File: src/rtl/kds_feeder.sv
// Load/rotate sequencer feeding the kernel data shifter: steers 3-word beats into lanes, then recirculates.
// Optional LOAD stall counter enabled by defining KDS_FEEDER_PERF_CNT_EN.
module kds_feeder #(
  parameter int unsigned IO_DATA_WIDTH = 16,
  parameter int unsigned NB_LANES      = 12,
  parameter int unsigned LANE_DEPTH    = 8
) (
  input  logic                     clk,
  input  logic                     rst_in,
  input  logic                     start,
  input  logic [7:0]               cfg_rotate_cycles,
  input  logic                     in_valid,
  output logic                     in_ready,
  input  logic [IO_DATA_WIDTH-1:0] in_data_0,
  input  logic [IO_DATA_WIDTH-1:0] in_data_1,
  input  logic [IO_DATA_WIDTH-1:0] in_data_2,
  output logic [IO_DATA_WIDTH-1:0] v_1,
  output logic [IO_DATA_WIDTH-1:0] v_2,
  output logic [IO_DATA_WIDTH-1:0] v_3,
  output logic [NB_LANES-1:0]      LE_select,
  output logic                     cycle_enable,
  output logic                     busy,
  output logic                     done,
  output logic [31:0]              stall_cycles
);

  localparam int unsigned BEAT_W = (LANE_DEPTH > 1) ? $clog2(LANE_DEPTH) : 1;
  localparam int unsigned LANE_W = (NB_LANES > 1) ? $clog2(NB_LANES) : 1;

  localparam logic [1:0] S_IDLE   = 2'd0;
  localparam logic [1:0] S_LOAD   = 2'd1;
  localparam logic [1:0] S_ROTATE = 2'd2;
  localparam logic [1:0] S_DONE   = 2'd3;

  logic [1:0]               state_q, state_d;
  logic [7:0]               rot_q, rot_d;
  logic [LANE_W-1:0]        lane_q, lane_d;
  logic [BEAT_W-1:0]        beat_q, beat_d;
  logic [IO_DATA_WIDTH-1:0] v1_q, v1_d, v2_q, v2_d, v3_q, v3_d;
  logic [NB_LANES-1:0]      le_q, le_d;
  logic                     ce_q, ce_d;
  logic                     busy_q, busy_d;
  logic                     done_q, done_d;

  // Next-state and registered-output decode; outputs reflect the state of the previous cycle.
  always_comb begin
    state_d = state_q;
    rot_d   = rot_q;
    lane_d  = lane_q;
    beat_d  = beat_q;
    v1_d    = v1_q;
    v2_d    = v2_q;
    v3_d    = v3_q;
    le_d    = '0;
    ce_d    = 1'b1;
    done_d  = 1'b0;
    case (state_q)
      S_IDLE: begin
        if (start) begin
          rot_d   = cfg_rotate_cycles;
          lane_d  = '0;
          beat_d  = '0;
          state_d = S_LOAD;
        end
      end
      S_LOAD: begin
        if (in_valid) begin
          v1_d = in_data_0;
          v2_d = in_data_1;
          v3_d = in_data_2;
          le_d = NB_LANES'(1) << lane_q;
          if (beat_q == BEAT_W'(LANE_DEPTH - 1)) begin
            beat_d = '0;
            if (lane_q == LANE_W'(NB_LANES - 1)) begin
              lane_d  = '0;
              state_d = (rot_q != 8'd0) ? S_ROTATE : S_DONE;
            end else begin
              lane_d = lane_q + 1'b1;
            end
          end else begin
            beat_d = beat_q + 1'b1;
          end
        end
      end
      S_ROTATE: begin
        ce_d  = 1'b0;
        rot_d = rot_q - 8'd1;
        if (rot_q == 8'd1) state_d = S_DONE;
      end
      S_DONE: begin
        done_d  = 1'b1;
        state_d = S_IDLE;
      end
      default: state_d = S_IDLE;
    endcase
    busy_d = (state_d != S_IDLE);
  end

  always_ff @(posedge clk) begin
    if (rst_in) begin
      state_q <= S_IDLE;
      rot_q   <= '0;
      lane_q  <= '0;
      beat_q  <= '0;
      v1_q    <= '0;
      v2_q    <= '0;
      v3_q    <= '0;
      le_q    <= '0;
      ce_q    <= 1'b1;
      busy_q  <= 1'b0;
      done_q  <= 1'b0;
    end else begin
      state_q <= state_d;
      rot_q   <= rot_d;
      lane_q  <= lane_d;
      beat_q  <= beat_d;
      v1_q    <= v1_d;
      v2_q    <= v2_d;
      v3_q    <= v3_d;
      le_q    <= le_d;
      ce_q    <= ce_d;
      busy_q  <= busy_d;
      done_q  <= done_d;
    end
  end

  // Ready depends on state only so upstream never sees a valid->ready loop.
  assign in_ready     = (state_q == S_LOAD);
  assign v_1          = v1_q;
  assign v_2          = v2_q;
  assign v_3          = v3_q;
  assign LE_select    = le_q;
  assign cycle_enable = ce_q;
  assign busy         = busy_q;
  assign done         = done_q;

`ifdef KDS_FEEDER_PERF_CNT_EN
  logic [31:0] stall_q, stall_d;

  // Saturating count of LOAD cycles starved by upstream.
  always_comb begin
    stall_d = stall_q;
    if (state_q == S_IDLE && start) begin
      stall_d = '0;
    end else if (state_q == S_LOAD && !in_valid && stall_q != 32'hFFFF_FFFF) begin
      stall_d = stall_q + 32'd1;
    end
  end

  always_ff @(posedge clk) begin
    if (rst_in) stall_q <= '0;
    else        stall_q <= stall_d;
  end

  assign stall_cycles = stall_q;
`else
  assign stall_cycles = 32'd0;
`endif

endmodule

File: config.mk
export PLATFORM = sky130hd
export DESIGN_NAME = kds_feeder
export DESIGN_NICKNAME = d
export VERILOG_FILES = /design/src/rtl/kds_feeder.sv
export SDC_FILE = /design/constraint.sdc
export NUM_CORES = 1
export LEC_CHECK = 0
export ABC_CLOCK_PERIOD_IN_PS = 2500
export CORE_MARGIN = 5
export CORE_UTILIZATION = 45
export DETAILED_ROUTE_END_ITERATION = 16
export DONT_BUFFER_PORTS = 1
export MAX_ROUTING_LAYER = met4
export PLACE_DENSITY = 0.58
export SLEW_MARGIN = 30
export SYNTH_ARGS = -nofsm -noshare
export SYNTH_HDL_FRONTEND = slang
export SYNTH_SLANG_ARGS = --single-unit
File: constraint.sdc
create_clock -name clk -period 2.5 [get_ports clk]
set_clock_uncertainty 0.1 [all_clocks]
set_input_delay 0.125 -clock clk [delete_from_list [all_inputs] [get_ports clk]]
set_output_delay 0.125 -clock clk [all_outputs]
set_load 0.02 [all_outputs]
# ---- Yosys cells after proc, flatten, opt, wreduce, memory -nomap -nowiden
# Index checks and enable logic that the tools add are counted.
# W data, S select, Z words.
dict set report op_classes {
  add_sub_neg 3
  n_eq_ne 9
  shift 1
  mux 20
  n_bitwise 2
  reduce_logical 10
}
# op n
set ops {}
lappend ops {{$mux W4} 4}
lappend ops {{$pmux W8 S2} 1}
lappend ops {{$shl A1 B4 Y12 const A} 1}
lappend ops {{$mux W2} 5}
lappend ops {{$mux W3} 3}
lappend ops {{$eq A8 B1 Y1 const B} 1}
lappend ops {{$mux W8} 1}
lappend ops {{$pmux W2 S4} 1}
lappend ops {{$pmux W4 S2} 1}
lappend ops {{$reduce_bool A8 Y1} 1}
lappend ops {{$sub A8 B1 Y8 const B} 1}
lappend ops {{$pmux W3 S2} 1}
lappend ops {{$reduce_bool A2 Y1} 3}
lappend ops {{$add A4 B1 Y4 const B} 1}
lappend ops {{$eq A2 B2 Y1 const B} 2}
lappend ops {{$eq A4 B4 Y1 const B} 1}
lappend ops {{$ne A2 B2 Y1 const B} 2}
lappend ops {{$reduce_and A2 Y1} 2}
lappend ops {{$reduce_and A4 Y1} 1}
lappend ops {{$add A3 B1 Y3 const B} 1}
lappend ops {{$eq A3 B3 Y1 const B} 1}
lappend ops {{$mux W1} 3}
lappend ops {{$reduce_and A3 Y1} 1}
lappend ops {{$reduce_or A3 Y1} 1}
lappend ops {{other kinds (4)} 5}
dict set report totals {
  ff_bits 80
  input_bits 60
  output_inout_bits 96
  elab_cells 56
}

# ---- Logic depth before layout (Yosys ltp)
# Gate-level depths: netlist of the first run.
dict set report logic_depth {
  depth_word 7
  depth_mapped 8
  depth_no_buf 6
}

# ---- Worst setup path before layout of the first run
# Ideal clock, no wire load.
dict set report synth_path {
  kind {flip-flop to flip-flop}
  from {register beat_q[0]}
  to {register lane_q[1]}
  setup_time_ns 0.065
  t_arrival_ns 1.493
  required_time_ns 2.335
  path_slack_ns 0.842
  path_stages_with_launch 7
  n_path_buf 0
  period_less_slack_ns 1.658
  path_cell_list {dfxtp_1 > ha_1 > ha_1 > nand3_1 > a21oi_1 > mux2_2 > nor2_1}
}
dict set report synth_via {
  elab_chain_len 3
}
# item line_no
set synth_lines {}
lappend synth_lines {{start, declared} 38} ;# logic [BEAT_W-1:0] beat_q, beat_d;
lappend synth_lines {{start signal, assigned} 116} ;# beat_q <= beat_d;
lappend synth_lines {{$eq A3 B3 Y1} 72} ;# if (beat_q == BEAT_W'(LANE_DEPTH - 1)) begin
lappend synth_lines {{$ne A2 B1 Y1 (no line)} -}
lappend synth_lines {{$reduce_and A4 Y1 (no line)} -}
lappend synth_lines {{end signal, assigned} 115} ;# lane_q <= lane_d;
lappend synth_lines {{end, declared} 37} ;# logic [LANE_W-1:0] lane_q, lane_d;
# No other way between the ends.
# A chain may end at the register's enable or synchronous reset.

# ---- Worst setup path in the final report of the first run
dict set report layout_path {
  from {register state_q[1]}
  to {register rot_q[0]}
}
dict set report layout_via {
  elab_chain_len 3
  word_cells_on_any_way 6
  classes_between {eq/ne (2); mux (1); reduce/logical (3)}
}
# item line_no
set layout_lines {}
lappend layout_lines {{start, declared} 35} ;# logic [1:0] state_q, state_d;
lappend layout_lines {{start signal, assigned} 113} ;# state_q <= state_d;
lappend layout_lines {{$eq A2 B2 Y1 or $logic_not A2 Y1 (tied branches)} 57} ;# case (state_q)
lappend layout_lines {{$reduce_bool A2 Y1 (no line) or $ne A2 B2 Y1 (tied branches)} -}
lappend layout_lines {{$reduce_and A2 Y1 (no line)} -}
lappend layout_lines {{end signal, assigned} 114} ;# rot_q <= rot_d;
lappend layout_lines {{end, declared} 36} ;# logic [7:0] rot_q, rot_d;
# Parallel ways exist; a longest one is shown, timed or not.

==> results by group, run 1 <==
Status
  – Outcome: finished clean

Cells and area
  – Commonest cells after routing, fill and taps aside: nand2_1 (102), dfxtp_1 (80), a21oi_1 (62)
  – Layout cells sized above 1: under 10%
  – Number of nets in the layout: 526
  – N_diodes: 0
  – Commonest non-fill, non-tap cell in the layout: nand2_1
  – Area Growth Syn to Fin: 23.4%

Floorplanning
  – Core ar.: 7250 um2
  – Std-Cell Rows: 31
  – Die Wd: 96.3 um
  – Die area: 9270 um2
  – Die height: around 96 um
  – Initial Util: 46.2%
  – IO Count: 156

Synthesis
  – Post-synthesis xor/xnor area fraction: 1.05%
  – Main combinational cell family by area after synthesis: simple AND/OR/NAND/NOR gates
  – #FFs+latches synth: 80
  – Asr flop ratio synth: 0%
  – Post-synthesis compound-gate area fraction: 12.9%
  – Cells after Synth: slightly above 400
  – Main flop type after synthesis: dfxtp_1
  – Synth cell types: 42
  – Simple-Gate Fraction of Synth Area: 22.7%
  – Average cell area after synthesis: 8.26 um2
  – Register area share after synthesis: 47.8%
  – Mux cell area share after synthesis: less than 1%
  – Post-synthesis adder-cell area fraction: around 3.7%
  – YS warnings: 0
  – Number of flops mapped to enable cells by yosys: 0
  – Area of the mapped netlist: 3350 um2

STA
  – Setup TNS: 0 ns
  – Shortest period the worst path allows: 2.17 ns
  – Unrepaired setup endpoints after global routing: no
  – Max-slew violation count: 0
  – Final hold violation count: 0
  – Tcrit/Tclk final: between 80 and 90%
  – Fin worst setup slack: 0.326 ns
  – Final setup fails: 0
  – Max Fclk: 460 MHz

Worst setup path
  – Setup crit end kind: register
  – WP data required: about 2.6 ns
  – Crit start category: register
  – Reg-to-reg slack, setup: roughly 0.33 ns
  – Crit path max fanout: 19
  – Arrival time at the worst endpoint: ~2.3 ns
  – CP Class: reg2reg

Clock network
  – Total CTS buffers: 9
  – CTS root buffer: clkbuf_8
  – Max Buffers Root-to-Sink: 2
  – Clk sinks: 80
  – Clk_lat worst skew: 0.34 ns
  – H-Tree Level Count: 3
  – Clock-pin slew on the worst setup and hold paths: 0.08 ns
  – CTS tree: yes
  – Post-CTS resize count: 0
  – Total setup buffers inserted after CTS: 0

Global route
  – Vias in the first global route: approximately 2600
  – Global route overflow: 0
  – Total GRT Usage: 16.8%
  – First-pass GRT wire length: 11800 um
  – Antenna violations before repair: 0
  – Largest net degree at the start of global routing: ~70

Route
  – Vias per cell: 4.89
  – Drt initial violations: about 140
  – Detail Route Antenna Nets: 0
  – TritonRoute pass-1 iters: 4
  – Routed WL per cell: roughly 14 um
  – DRT Wirelength: a little under 8000 um
  – Via total after detailed routing: roughly 2700
  – Residual DRC count: 0

Placement
  – Hpwl dp: 5050 um
  – Place WS: ~0.54 ns
  – Port bufs: 0
  – Placer congestion estimate: 0.750

Power and ir drop
  – Comb power frac: 11.8%
  – Switch Pwr: about 0.74 mW
  – Switching Fraction: a little over a quarter
  – Final Power: 2.78 mW
  – Pwr Density: 673 nW/um2
  – Internal: between 2 and 2.5 mW
  – Leakage: 1.62 nW
  – Sequential share of power: 51.0%
  – Peak VDD IR: between 0.0002 and 0.0003 V
  – Clock Power Share: a little under two fifths

Job
  – Max cap viols: 0

Min path
  – Hold Path Class: in2reg
## worst max-delay path: stages (launching register included)
cell	delay (ns)
dfxtp_1	0.35
buf_4	0.23
a21oi_1	0.05
dlygate4sd3_1	0.55
o21ai_0	0.14
a21oi_1	0.08
dlygate4sd3_1	0.56
## per-layer routing
| layer | up-vias | GRT usage (%) | wire length, um |
|---|---|---|---|
| met2 | 119 | 27.8 | 3660 |
| met4 | 0 | 7.59 | 123 |
| li1 | 1371 | - | - |
| met1 | 1237 | 18.7 | 3240 |
| met5 | - | - | 0 |
| met3 | 14 | 4.85 | 860 |
## final timing paths
kind | to | start | cells past startpoint
max | rot_q[0] | state_q[1] | 6
min | state_q[0] | rst_in | 2
min reg2reg | beat_q[2] | beat_q[2] | 2
max reg2reg | rot_q[0] | state_q[1] | 6
## synth_stat cells, drive strengths merged, types with 2 or more instances
cell type / count / area [um2]
nand2: 103 / 387
dfxtp: 80 / 1600
a21oi: 63 / 319
buf: 41 / 287
clkbuf: 16 / 60.1
nor2: 16 / 60.1
ha: 10 / 125
and2: 9 / 56.3
nand2b: 8 / 50.1
inv: 7 / 26.3
nand3: 7 / 35.0
nor3: 6 / 30.0
and3: 4 / 25.0
nor4: 4 / 31.3
a211oi: 3 / 22.5
xnor2: 3 / 26.3
nand4: 2 / 12.5
nor2b: 2 / 12.5
o2bb2a: 2 / 20.0
or4: 2 / 22.5
## what timing repair did
item | in CTS | in global routing
setup endpoints to repair | 0 | 0
hold buffers | 59 | 0
hold endpoints to repair | 80 | 0
## power groups by stage
stage	logic (mW)	clock network, mW	registers [mW]
floorplan	0.254	0	1.43
global placement	0.224	0	1.45
detailed placement	0.228	0	1.45
CTS	0.326	1.08	1.42
global route	0.365	1.13	1.43
finish	0.328	1.04	1.42
## stage by stage
stage / cells / util (%) / hold WS, ns / cell area, um2
CTS: 560 / 57.0 / 0.00680 / 4140
global route: 560 / 57.0 / 0.0213 / 4140
finish: 560 / 57.0 / 0.0335 / 4140
floorplan: 437 / - / 0.161 / 3470
detailed placement: 485 / 45.6 / 0.0971 / 3310
global placement: 485 / 45.6 / 0.0988 / 3310
## area by class of cell
type | instances | area, um2
clock buffer | 10 | 128
fill | 664 | 3120
tap | 99 | 124
sequential | 80 | 1600
clock inverter | 6 | 93.8
timing repair buffer | 65 | 666
multi-input combinational | 293 | 1500
inverter | 7 | 26.3
## state kept, by name, summed over array words and instances, names as in the netlist
signal        cells
LE_select        12
beat_q            3
busy              1
cycle_enable      1
done              1
lane_q            4
rot_q             8
state_q           2
v_1              16
v_2              16
v_3              16
## logic make-up after synthesis
family          count (synthesis)
mux                             2
compound gates                 77
xor+xnor                        4
fa+ha+maj                      10
buf+inv                        64
other cells                     1
simple gates                  168
flops                          80
Power figures use the tool's default switching activity.
==> inputs of run 2 (changes only) <==
--- a/config.mk
+++ b/config.mk
@@ -10,7 +10,6 @@
 export CORE_UTILIZATION = 45
 export DETAILED_ROUTE_END_ITERATION = 16
 export DONT_BUFFER_PORTS = 1
-export MAX_ROUTING_LAYER = met4
 export PLACE_DENSITY = 0.58
 export SLEW_MARGIN = 30
 export SYNTH_ARGS = -nofsm -noshare
==> results by group, run 2 (synthesis gave the netlist of run 1 again) <==
Clock network
  – Total setup buffers inserted after CTS: 0
  – H-Tree Level Count: 3
  – Post-CTS resize count: 0
  – CTS tree: yes
  – Clock-pin slew on the worst setup and hold paths: approximately 0.08 ns
  – Max Buffers Root-to-Sink: 2
  – Clk_lat worst skew: between 0.3 and 0.4 ns
  – Clk sinks: 80
  – CTS Hold Bufs: 59
  – Total CTS buffers: 9
  – CTS root buffer: clkbuf_8

Power and ir drop
  – Pwr Density: 672 nW/um2
  – Peak VDD IR: 0.000286 V
  – Leakage: around 1.6 nW
  – Final Power: 2.78 mW

STA
  – Final setup fails: 0
  – Tcrit/Tclk final: 87.1%
  – Max Fclk: 459 MHz
  – Final hold violation count: 0
  – Shortest period the worst path allows: between 2 and 2.5 ns
  – Setup TNS: 0 ns
  – Unrepaired setup endpoints after global routing: no
  – Max-slew violation count: 0

Cells and area
  – N_diodes: 0
  – Storage cell area: 1600 um2
  – Number of nets in the layout: 526
  – # fillers: roughly 660
  – Commonest non-fill, non-tap cell in the layout: nand2_1
  – Area Growth Syn to Fin: 23.4%
  – Layout cells sized above 1: under 10%
  – Commonest cells after routing, fill and taps aside: nand2_1 (102), dfxtp_1 (80), a21oi_1 (62)
  – Area of the multi-input gates: 1500 um2

Route
  – Residual DRC count: 0
  – Detail Route Antenna Nets: 0
  – DRT Wirelength: 7900 um
  – Vias per cell: 4.88
  – TritonRoute pass-1 iters: 4
  – Via total after detailed routing: 2731
  – Routed WL per cell: 14.1 um
  – Drt initial violations: 133

Global route
  – Total GRT Usage: about 16%
  – Largest net degree at the start of global routing: just over 70
  – Vias in the first global route: 2638
  – First-pass GRT wire length: between 10000 and 15000 um
  – Global route overflow: 0
  – Antenna violations before repair: 0

Floorplanning
  – Die height: 96.3 um
  – Die Wd: 96.3 um
  – Std-Cell Rows: 31
  – Core ar.: 7250 um2
  – IO Count: 156
  – Initial Util: 46.2%
  – Die area: 9270 um2

Worst setup path
  – CP Class: reg2reg
  – Setup crit end kind: register
  – Worst R2R Start: state_q[1]
  – Arrival time at the worst endpoint: 2.30 ns
  – Crit Reg-Reg Endpoint: rot_q[0]
  – CP bufs+invs: 3
  – Crit-path leading delay family: buffers and inverters
  – Critical path cell sequence: buf_4, a21oi_1, dlygate4sd3_1, o21ai_0, a21oi_1, dlygate4sd3_1
  – R2R cell count: 6
  – CP max stage cell: dlygate4sd3_1
  – WP data required: 2.63 ns
  – CP peak stage delay: 0.56 ns
  – Crit start category: register
  – Crit path max fanout: 19
  – Reg-to-reg slack, setup: 0.32 ns

Min path
  – Hold path cells: 2
  – Hold Path Class: in2reg
  – Min-delay src: rst_in
  – Hold endpoint: state_q[0]

Placement
  – Placer congestion estimate: 0.741
  – Port bufs: 0
  – Hpwl dp: 5050 um

Job
  – Max cap viols: 0

Status
  – Outcome: finished clean
-- run 2: where the power goes --
group,internal (mW),leakage (nW),switching [mW]
Clock,0.568,0.107,0.466
Sequential,1.33,0.652,0.0917
Combinational,0.145,0.857,0.183
-- run 2: worst max-delay path by stage --
stage / from / slack (ns) / endpoint / depth (start not counted)
2_1_floorplan: beat_q[0] / 0.84 / lane_q[1] / 6
3_3_place_gp: state_q[0] / 0.60 / state_q[0] / 5
3_5_place_dp: state_q[0] / 0.54 / state_q[0] / 5
4_1_cts: state_q[1] / 0.33 / rot_q[0] / 6
5_1_grt: state_q[1] / 0.19 / rot_q[0] / 6
6_report: state_q[1] / 0.32 / rot_q[0] / 6
-- run 2: stage by stage --
step	utilization, %	worst slack (ns)	hold slack, ns	std cells	cell area (um2)
final	57.0	0.324	0.0349	560	4140
after global routing	57.0	0.194	0.0240	560	4140
after CTS	57.0	0.332	0.00680	560	4140
after detailed placement	45.6	0.538	0.0971	485	3310
after global placement	45.6	0.597	0.0988	485	3310
after floorplan	-	0.842	0.161	437	3470
-- run 2: layer usage --
| layer | share of wire, % | track usage (%) | up-vias |
|---|---|---|---|
| li1 | - | - | 1368 |
| met4 | 1.3 | 7.59 | 0 |
| met1 | 40 | 18.4 | 1239 |
| met3 | 12 | 4.93 | 10 |
| met5 | 0 | 0 | - |
| met2 | 47 | 27.8 | 114 |
-- run 2: final cells by class --
class                           count  area share (%)
Clock buffer                       10            3.09
Clock inverter                      6            2.27
Inverter                            7           0.635
Tap cell                           99            2.99
Sequential cell                    80            38.7
Multi-Input combinational cell    293            36.2
Timing Repair Buffer               65            16.1
-- run 2: worst register-to-register path, delay by kind of cell, from the launching register on --
family                 cells  cell delay, ns
AO/OA/AOI/OAI              3            0.28
flip-flops                 1            0.35
buffers and inverters      3            1.34
